[src/rtl/kme_ib_arbiter.sv]
// kme_ib_arbiter: frame-level round-robin arbiter for the KME inbound AXI-stream port.
// One requester owns the port from its SoT beat through its EoT beat, so frames never
// interleave. Framing violations from the owner set a sticky error flag.
// Optional per-requester completed-frame counters are built when KME_IB_ARB_STATS_EN
// is defined; without it the arbitration behaviour is identical.
module kme_ib_arbiter #(
    parameter int unsigned N_REQ  = 4,
    parameter int unsigned DATA_W = 64,
    parameter int unsigned CNT_W  = 16
) (
    input  logic                    clk,
    input  logic                    rst,
    input  logic [N_REQ-1:0]        req_tvalid,
    output logic [N_REQ-1:0]        req_tready,
    input  logic [N_REQ*DATA_W-1:0] req_tdata,
    input  logic [N_REQ*8-1:0]      req_tstrb,
    input  logic [N_REQ*8-1:0]      req_tuser,
    output logic                    ib_tvalid,
    input  logic                    ib_tready,
    output logic [DATA_W-1:0]       ib_tdata,
    output logic [7:0]              ib_tstrb,
    output logic [7:0]              ib_tuser,
    output logic [N_REQ-1:0]        grant,
    output logic                    busy,
`ifdef KME_IB_ARB_STATS_EN
    input  logic                    stats_clr,
    output logic [N_REQ*CNT_W-1:0]  frm_cnt,
`endif
    output logic                    frm_err
);

    localparam int unsigned PtrW = (N_REQ > 1) ? $clog2(N_REQ) : 1;

    typedef enum logic [0:0] {StIdle, StXfer} state_e;

    state_e           state_q;
    logic [N_REQ-1:0] grant_q;
    logic [PtrW-1:0]  owner_q;
    logic [PtrW-1:0]  rr_ptr_q;
    logic             first_q;   // next accepted beat is the first of this grant
    logic             frm_err_q;

    logic [PtrW:0]    cand;
    logic [PtrW-1:0]  win_idx;
    logic             win_found;
    logic [PtrW-1:0]  owner_inc;
    logic             beat_xfer;
    logic             beat_sot;
    logic             beat_eot;

    // Round-robin search: first valid requester at or after rr_ptr, wrapping modulo N_REQ.
    always_comb begin
        win_found = 1'b0;
        win_idx   = rr_ptr_q;
        cand      = '0;
        for (int unsigned i = 0; i < N_REQ; i++) begin
            cand = {1'b0, rr_ptr_q} + (PtrW+1)'(i);
            if (cand >= (PtrW+1)'(N_REQ)) begin
                cand = cand - (PtrW+1)'(N_REQ);
            end
            if (!win_found && req_tvalid[cand[PtrW-1:0]]) begin
                win_found = 1'b1;
                win_idx   = cand[PtrW-1:0];
            end
        end
    end

    // Route the owner's channel straight to the inbound port; ready returns to the owner only.
    always_comb begin
        req_tready = '0;
        ib_tvalid  = 1'b0;
        ib_tdata   = '0;
        ib_tstrb   = '0;
        ib_tuser   = '0;
        for (int unsigned i = 0; i < N_REQ; i++) begin
            if (owner_q == PtrW'(i)) begin
                ib_tdata = req_tdata[i*DATA_W +: DATA_W];
                ib_tstrb = req_tstrb[i*8 +: 8];
                ib_tuser = req_tuser[i*8 +: 8];
            end
        end
        if (state_q == StXfer) begin
            ib_tvalid           = req_tvalid[owner_q];
            req_tready[owner_q] = ib_tready;
        end
    end

    assign beat_xfer = ib_tvalid && ib_tready;
    assign beat_sot  = ib_tuser[0];
    assign beat_eot  = ib_tuser[1];
    assign owner_inc = (owner_q == PtrW'(N_REQ - 1)) ? '0 : owner_q + PtrW'(1);

    // Arbitration FSM: grant from IDLE, hold through EoT, check framing on accepted beats.
    always_ff @(posedge clk) begin
        if (rst) begin
            state_q   <= StIdle;
            grant_q   <= '0;
            owner_q   <= '0;
            rr_ptr_q  <= '0;
            first_q   <= 1'b0;
            frm_err_q <= 1'b0;
        end else begin
            case (state_q)
                StIdle: begin
                    if (win_found) begin
                        state_q <= StXfer;
                        grant_q <= N_REQ'(1) << win_idx;
                        owner_q <= win_idx;
                        first_q <= 1'b1;
                    end
                end
                StXfer: begin
                    if (beat_xfer) begin
                        first_q <= 1'b0;
                        // SoT must appear on the first beat of a grant and on no other.
                        if (first_q != beat_sot) begin
                            frm_err_q <= 1'b1;
                        end
                        if (beat_eot) begin
                            state_q  <= StIdle;
                            grant_q  <= '0;
                            rr_ptr_q <= owner_inc;
                        end
                    end
                end
                default: state_q <= StIdle;
            endcase
        end
    end

    assign grant   = grant_q;
    assign busy    = (state_q == StXfer);
    assign frm_err = frm_err_q;

`ifdef KME_IB_ARB_STATS_EN
    logic [CNT_W-1:0] cnt_q [N_REQ];

    // Completed-frame counters; a clear in the same cycle as an EoT wins.
    always_ff @(posedge clk) begin
        if (rst || stats_clr) begin
            for (int unsigned i = 0; i < N_REQ; i++) begin
                cnt_q[i] <= '0;
            end
        end else if (beat_xfer && beat_eot) begin
            cnt_q[owner_q] <= cnt_q[owner_q] + CNT_W'(1);
        end
    end

    // Flatten the counters onto the output bus.
    always_comb begin
        frm_cnt = '0;
        for (int unsigned i = 0; i < N_REQ; i++) begin
            frm_cnt[i*CNT_W +: CNT_W] = cnt_q[i];
        end
    end
`endif

endmodule
[config.mk]
export PLATFORM = sky130hd
export DESIGN_NAME = kme_ib_arbiter
export DESIGN_NICKNAME = d
export VERILOG_FILES = /design/src/rtl/kme_ib_arbiter.sv
export SDC_FILE = /design/constraint.sdc
export NUM_CORES = 1
export LEC_CHECK = 0
export ABC_AREA = 1
export CAP_MARGIN = 20
export CORE_AREA = 4 4 161 163
export CTS_CLUSTER_SIZE = 10
export DETAILED_ROUTE_END_ITERATION = 10
export DIE_AREA = 0 0 165 167
export PLACE_DENSITY = 0.45
export SLEW_MARGIN = 10
export SYNTH_ARGS = -nofsm -noshare
export SYNTH_HDL_FRONTEND = slang
export SYNTH_SLANG_ARGS = --single-unit
[constraint.sdc]
create_clock -name clk -period 2.45 [get_ports clk]
set_clock_uncertainty 0.1 [all_clocks]
set_input_delay 0.735 -clock clk [delete_from_list [all_inputs] [get_ports clk]]
set_output_delay 0.735 -clock clk [all_outputs]
set_load 0.02 [all_outputs]
==> impl_metrics.env, run 1 <==
export IMPL_post_route_cell_area_mm2=0.0101
export IMPL_cp_slowest_stage_delay_ns=0.33
export IMPL_end_kind="output pin"
export IMPL_avgSynthCellArea_um2=5.45
export IMPL_post_drt_wl_per_cell_um=21.0
export IMPL_power_frac_comb_pct=91.3
export IMPL_synth_area_mm2=0.00323
export IMPL_drt_iter0_markers=248
export IMPL_synth_seq_cells=11
export IMPL_drv_slew=0
export IMPL_worstMarginPinSlew_ns=0.488
export IMPL_status="finished with violations"
export IMPL_gr_total_overflow=0
export IMPL_area_delta_synth_final_pct=212
export IMPL_p_leak_nw=4.11
export IMPL_grt_antenna_before_repair=1
export IMPL_multi_input_area_mm2=0.00360
export IMPL_grt_pass1_wl_mm=40.5
export IMPL_ir_drop_uv=606
export IMPL_finalWeightedCongestion=0.822
export IMPL_met1_length_mm=12.0
export IMPL_switching_share_pct=45.7
export IMPL_arrival_ns=1.95
export IMPL_grt_use_total_pct=19.0
export IMPL_vias_per_cell=4.42
export IMPL_post_dp_cell_area_mm2=0.00867
export IMPL_power_density_mw_per_mm2=590
export IMPL_holdBufCountCts=0
export IMPL_fin_nets=1409
export IMPL_top_layer="met5"
export IMPL_yosysWarnings=0
export IMPL_cp_top_family="buffers and inverters"
export IMPL_cts_made_buffers=3
export IMPL_wl_met3_mm=1.90
export IMPL_n_fill_cell=2533
export IMPL_hold_viol_final=0
export IMPL_portBuffers=417
export IMPL_setup_violations=81
export IMPL_switchingPower_w=0.00272
export IMPL_clockRootBuffer="clkbuf_16"
export IMPL_critPathBufInv=4
export IMPL_dr_wl_met2_mm=15.3
export IMPL_seq_area_frac_synth_pct=6.82
export IMPL_worst_slack_ns=-0.332
export IMPL_hpwl_mm=21.2
export IMPL_critPathLaunchType="flop"
export IMPL_num_io_pins=418
export IMPL_regArea_um2=221
export IMPL_synth_cell_types=30
export IMPL_violations="negative setup slack"
export IMPL_slew_headroom_pct=67.3
export IMPL_p_int_w=0.00323
export IMPL_cp_slowest_cell="dfxtp_2"
export IMPL_critPathMaxFanout=15
export IMPL_rows=57
export IMPL_worstSetupPathType="flop to output pin"
export IMPL_drive_gt1_share_pct=35.4
export IMPL_max_cap_violations=0
export IMPL_cts_sinks=11
export IMPL_final_cell_mix="328 x clkdlybuf4s50_1, 142 x nand2_1, 94 x buf_4, 64 x buf_6, 57 x a21oi_1"
export IMPL_crit_top_cell="buf_4"
export IMPL_cp_required_ns=1.62
export IMPL_grt_start_max_net_pins=32
export IMPL_syn_num_nets=923
export IMPL_min_period_ns=2.78
export IMPL_max_freq_mhz=359
export IMPL_die_y_um=167
export IMPL_finalPower_w=0.00594
export IMPL_crit_chain="buf_6 -> ha_4 -> nor2_4 -> buf_4 -> clkbuf_16 -> a22o_1 -> nand2_1 -> a21oi_2 -> buf_4"
export IMPL_dr_total_vias=6187
export IMPL_ant_nets=0
export IMPL_worstHoldPathType="flop to flop"
export IMPL_diodes=0
export IMPL_grt_pass1_vias=6330
export IMPL_dr_pass1_iters=4
export IMPL_core_area_mm2=0.0243
export IMPL_syn_inst=592
export IMPL_p_clk_share_pct=5.0
export IMPL_rsz0062_at_grt="yes"
export IMPL_die_w_um=165
export IMPL_pwr_share_seq_pct=3.7
export IMPL_die_area_mm2=0.0276
export IMPL_cts_clk_slew_worst_paths_ns=0.04
export IMPL_cts_tree="built"
export IMPL_h_tree_depth=1
export IMPL_final_common_cell="clkdlybuf4s50_1"
export IMPL_utilization_pct=41.5
export IMPL_clockBufferDepth=2
export IMPL_insertion_delay_ns=0.24
export IMPL_start_util_pct=13.3
export IMPL_wirelength_mm=29.4
export IMPL_min_period_over_period_pct=114
export IMPL_drc_errors=0
==> final cells by class <==
cell class / count / area share, %
Timing Repair Buffer: 537 / 56.3
Multi-Input combinational cell: 504 / 35.7
Tap cell: 324 / 4.02
Sequential cell: 11 / 2.20
Inverter: 21 / 0.980
Clock buffer: 4 / 0.782
==> cells in the mapped netlist <==
cell        n  area share, %
a211oi_1    1           0.23
a21oi_1   112             17
a21oi_2     3           0.81
a221oi_1   28            7.6
a22o_1     50             14
a31oi_1     1           0.19
buf_1      11            1.3
buf_2       7            1.1
buf_4       2           0.46
buf_6       1           0.35
clkbuf_1   35            4.1
clkinv_1    2           0.23
clkinv_4    1           0.27
dfxtp_1    11            6.8
ha_1        4            1.5
inv_1      16            1.9
inv_2       2           0.23
nand2_1   148             17
nand2_2     6            1.2
nand2_4     4            1.4
nand3_1    14            2.2
nand3_2     4            1.2
nand4_1     2           0.39
nand4_4     1           0.66
nor2_1     60            7.0
nor2_2      1           0.19
nor2_4      3            1.0
nor3_1      1           0.15
o21ai_0    60            9.3
o21ai_1     1           0.15
==> state kept, by name, indices dropped and copies added, names as in the netlist <==
register and count:
grant 4, owner_q 2, frm_err 1, first_q 1
rr_ptr_q 2, busy 1
==> worst min-delay path, delay by kind of cell (launching register included) <==
kind / cells / cell delay [ns]
AO/OA/AOI/OAI: 1 / 0.05
AND/OR/NAND/NOR: 1 / 0.06
flip-flops: 1 / 0.30
==> path summary, 6_finish.rpt <==
path / from / to / slack (ns) / cells past startpoint
worst max register to register: owner_q[0]$_SDFFE_PP0P_ / grant[1]$_SDFFE_PP0P_ / 0.16 / 15
worst min-delay path: grant[0]$_SDFFE_PP0P_ / grant[0]$_SDFFE_PP0P_ / 0.36 / 2
worst min register to register: grant[0]$_SDFFE_PP0P_ / grant[0]$_SDFFE_PP0P_ / 0.36 / 2
worst max-delay path: owner_q[0]$_SDFFE_PP0P_ / ib_tdata[39] / -0.33 / 9
==> stage by stage <==
step / hold slack, ns / setup WS (ns) / instances / setup TNS [ns]
floorplan: 0.352 / 0.00108 / 592 / 0
global placement: 0.358 / -0.785 / 1344 / -43.87
detailed placement: 0.360 / -0.763 / 1344 / -44.40
CTS: 0.369 / -0.330 / 1377 / -16.32
global route: 0.399 / -0.420 / 1401 / -26.59
finish: 0.364 / -0.332 / 1401 / -19.41
==> cells by family (layout without fill, tap and decap cells) <==
family	after synthesis	in the layout	synth area share [%]
compound gates	256	256	49.2
fa+ha+maj	4	4	1.55
simple gates	244	244	32.6
flops	11	11	6.82
buf+inv	77	562	9.84
==> power by group through the flow <==
| stage | Clock (W) | Combinational (W) | Sequential, W |
|---|---|---|---|
| floorplan | 0 | 0.00213 | 0.000235 |
| global placement | 0 | 0.00448 | 0.000221 |
| detailed placement | 0 | 0.00446 | 0.000222 |
| CTS | 0.000303 | 0.00488 | 0.000221 |
| global route | 0.000313 | 0.00578 | 0.000225 |
| finish | 0.000298 | 0.00542 | 0.000221 |
==> what timing repair did <==
action / in CTS / in global routing
setup buffers: 23 / 19
cloned: 7 / 7
setup endpoints to repair: 85 / 87
resized for setup: 514 / 95
pin swaps: 16 / 9
==> routing by layer <==
metal	vias up	track usage, %
met3	16	3.31
met5	-	0
met4	2	1.88
met1	2873	23.5
met2	214	35.0
li1	3082	-
Note: power is estimated with default switching activity, not from simulation.
==> inputs of run 2 (changes only) <==
Settings changed: GPL_TIMING_DRIVEN from default to 0.
==> run 2 against run 1 <==
  * The run still ends with negative setup slack left
  * Count of clock-buffer cells in the layout unchanged
  * First-iteration DRC count grew 2.0%
  * Flip-flop and latch count stayed put
  * Global-route usage is 0.060 points higher
  * Critical path type unchanged
  * Highest routed layer unchanged
==> impl_metrics.env, run 2 (synthesized netlist as in run 1, its figures left out) <==
export IMPL_utilization_pct=40.8
export IMPL_cp_slowest_stage_delay_ns=0.34
export IMPL_gr_total_overflow=0
export IMPL_pwr_share_seq_pct=3.8
export IMPL_area_delta_synth_final_pct=207
export IMPL_dr_wl_met2_mm=15.3
export IMPL_wirelength_mm=29.5
export IMPL_grt_start_max_net_pins=11
export IMPL_ir_drop_uv=406
export IMPL_min_period_over_period_pct=112
export IMPL_stdcell_count=1376
export IMPL_reg2reg_to="grant[0]$_SDFFE_PP0P_"
export IMPL_worstSetupPathType="flop to output pin"
export IMPL_rows=57
export IMPL_final_cell_mix="327 x clkdlybuf4s50_1, 133 x nand2_1, 67 x a21oi_2, 63 x buf_6, 55 x nor2_1"
export IMPL_arrival_ns=1.90
export IMPL_post_drt_wl_per_cell_um=21.5
export IMPL_wl_met3_mm=2.10
export IMPL_grt_pass1_vias=6063
export IMPL_vias_per_cell=4.38
export IMPL_max_cap_violations=0
export IMPL_cp_required_ns=1.62
export IMPL_worst_path_stages=10
export IMPL_max_freq_mhz=365
export IMPL_portBuffers=417
export IMPL_h_tree_depth=1
export IMPL_cts_clk_slew_worst_paths_ns=0.04
export IMPL_clockBufferDepth=2
export IMPL_worst_r2r_startpoint="owner_q[1]$_SDFFE_PP0P_"
export IMPL_end_kind="output pin"
export IMPL_ant_nets=0
export IMPL_core_area_mm2=0.0243
export IMPL_largest_reg_flops=4
export IMPL_critPathBufInv=5
export IMPL_drt_iter0_markers=253
export IMPL_finalWeightedCongestion=0.814
export IMPL_multi_input_area_mm2=0.00365
export IMPL_cts_made_buffers=3
export IMPL_n_fill_cell=2512
export IMPL_critPathLaunchType="flop"
export IMPL_regArea_um2=225
export IMPL_status="finished with violations"
export IMPL_cts_tree="built"
export IMPL_setup_violations=81
export IMPL_top_layer="met5"
export IMPL_fin_nets=1381
export IMPL_endpoint="ib_tdata[27]"
export IMPL_regToRegSetupSlack_ns=0.23
export IMPL_grt_antenna_before_repair=4
export IMPL_hpwl_mm=23.1
export IMPL_switchingPower_w=0.00275
export IMPL_place_inst=1333
export IMPL_final_common_cell="clkdlybuf4s50_1"
export IMPL_die_y_um=167
export IMPL_grt_pass1_wl_mm=40.1
export IMPL_num_io_pins=418
export IMPL_rsz0062_at_grt="yes"
export IMPL_power_frac_comb_pct=91.2
export IMPL_start_util_pct=13.3
export IMPL_insertion_delay_ns=0.24
export IMPL_crit_chain="inv_4 -> ha_4 -> nor2_4 -> buf_12 -> buf_12 -> buf_12 -> a22o_1 -> nand2_1 -> a21oi_2 -> buf_6"
export IMPL_drc_errors=0
export IMPL_cp_slowest_cell="dfxtp_2"
export IMPL_startpoint="owner_q[1]$_SDFFE_PP0P_"
export IMPL_drive_gt1_share_pct=34.7
export IMPL_hold_viol_final=0
export IMPL_slew_headroom_pct=66.5
export IMPL_drv_slew=0
export IMPL_p_int_w=0.00322
export IMPL_grt_use_total_pct=19.0
export IMPL_die_w_um=165
export IMPL_dr_total_vias=6024
export IMPL_switching_share_pct=46.1
export IMPL_worstMarginPinSlew_ns=0.502
export IMPL_p_clk_share_pct=5.0
export IMPL_violations="negative setup slack"
export IMPL_dr_pass1_iters=4
export IMPL_power_density_mw_per_mm2=601
export IMPL_p_leak_nw=4.01
export IMPL_clockRootBuffer="clkbuf_16"
export IMPL_cts_sinks=11
export IMPL_min_period_ns=2.74
export IMPL_worst_slack_ns=-0.286
export IMPL_critPathMaxFanout=10
export IMPL_met1_length_mm=11.8
export IMPL_cp_top_family="buffers and inverters"
export IMPL_worstHoldPathType="flop to flop"
export IMPL_holdWs_ns=0.368
export IMPL_crit_top_cell="buf_12"
export IMPL_reg2reg_depth=14
export IMPL_die_area_mm2=0.0276
==> run 2: worst min-delay path by stage <==
stage | slack (ns) | to | depth (start not counted) | from
floorplan | 0.35 | first_q$_SDFFE_PP0P_ | 2 | first_q$_SDFFE_PP0P_
CTS | 0.37 | grant[0]$_SDFFE_PP0P_ | 2 | grant[0]$_SDFFE_PP0P_
detailed placement | 0.37 | grant[0]$_SDFFE_PP0P_ | 2 | grant[0]$_SDFFE_PP0P_
finish | 0.37 | grant[2]$_SDFFE_PP0P_ | 2 | grant[2]$_SDFFE_PP0P_
global placement | 0.36 | frm_err$_SDFFE_PP0P_ | 2 | frm_err$_SDFFE_PP0P_
global route | 0.39 | grant[2]$_SDFFE_PP0P_ | 2 | grant[2]$_SDFFE_PP0P_
==> run 2: cell type report <==
type / count / share of cell area (%)
diodes: 3 / 0.0756
plain buffers: 53 / 6.61
clock buffers: 4 / 0.794
inverters: 21 / 1.29
multi-input cells: 504 / 36.8
flip-flops and latches: 11 / 2.27
well taps: 324 / 4.08
repair buffers: 455 / 47.9
repair inverters: 1 / 0.164
==> run 2: power by group through the flow <==
| stage | logic (W) | clock network [W] | registers (W) |
|---|---|---|---|
| global route | 0.00577 | 0.000315 | 0.000230 |
| CTS | 0.00494 | 0.000303 | 0.000225 |
| detailed placement | 0.00417 | 0 | 0.000225 |
| global placement | 0.00419 | 0 | 0.000225 |
| floorplan | 0.00213 | 0 | 0.000235 |
| finish | 0.00544 | 0.000298 | 0.000226 |
==> run 2: what timing repair did <==
item	4_1_cts	5_1_grt
hold buffers	0	0
pin swaps	18	28
endpoints found under the hold margin	0	0
gates resized for setup	651	168
buffers inserted	15	11
cloned	5	11
setup endpoints to repair	92	85
==> run 2: through the flow <==
stage          TNS [ns]  power, W  worst slack (ns)  cell area, um^2
2_1_floorplan         0   0.00237           0.00108             3540
3_3_place_gp     -95.81   0.00441             -1.32             8120
3_5_place_dp     -95.47   0.00439             -1.34             8120
4_1_cts          -23.03   0.00547            -0.372             9150
5_1_grt          -25.21   0.00632            -0.384             9930
6_report         -18.52   0.00597            -0.286             9930
==> run 2: worst reg2reg max path: stages, from the launching register on <==
cell	delay, ns
dfxtp_2	0.34
buf_4	0.12
buf_6	0.10
ha_4	0.17
buf_12	0.18
clkinv_8	0.10
buf_4	0.14
o21ai_1	0.15
a21oi_2	0.07
buf_6	0.13
nand2_1	0.11
nand2_1	0.09
nand2_1	0.14
nand2_1	0.07
a21oi_1	0.14
==> run 2: metal layers <==
layer / vias to the layer above / global-route usage [%]
met3: 20 / 3.88
met4: 2 / 3.11
met2: 213 / 35.3
met1: 2762 / 22.6
li1: 3027 / -
met5: - / 0
==> inputs of run 3 (changes only) <==
Settings changed: CTS_CLUSTER_SIZE 10 to 14.
==> results of run 3 <==
Final layout, timing and power as in run 2 (identical DEF).
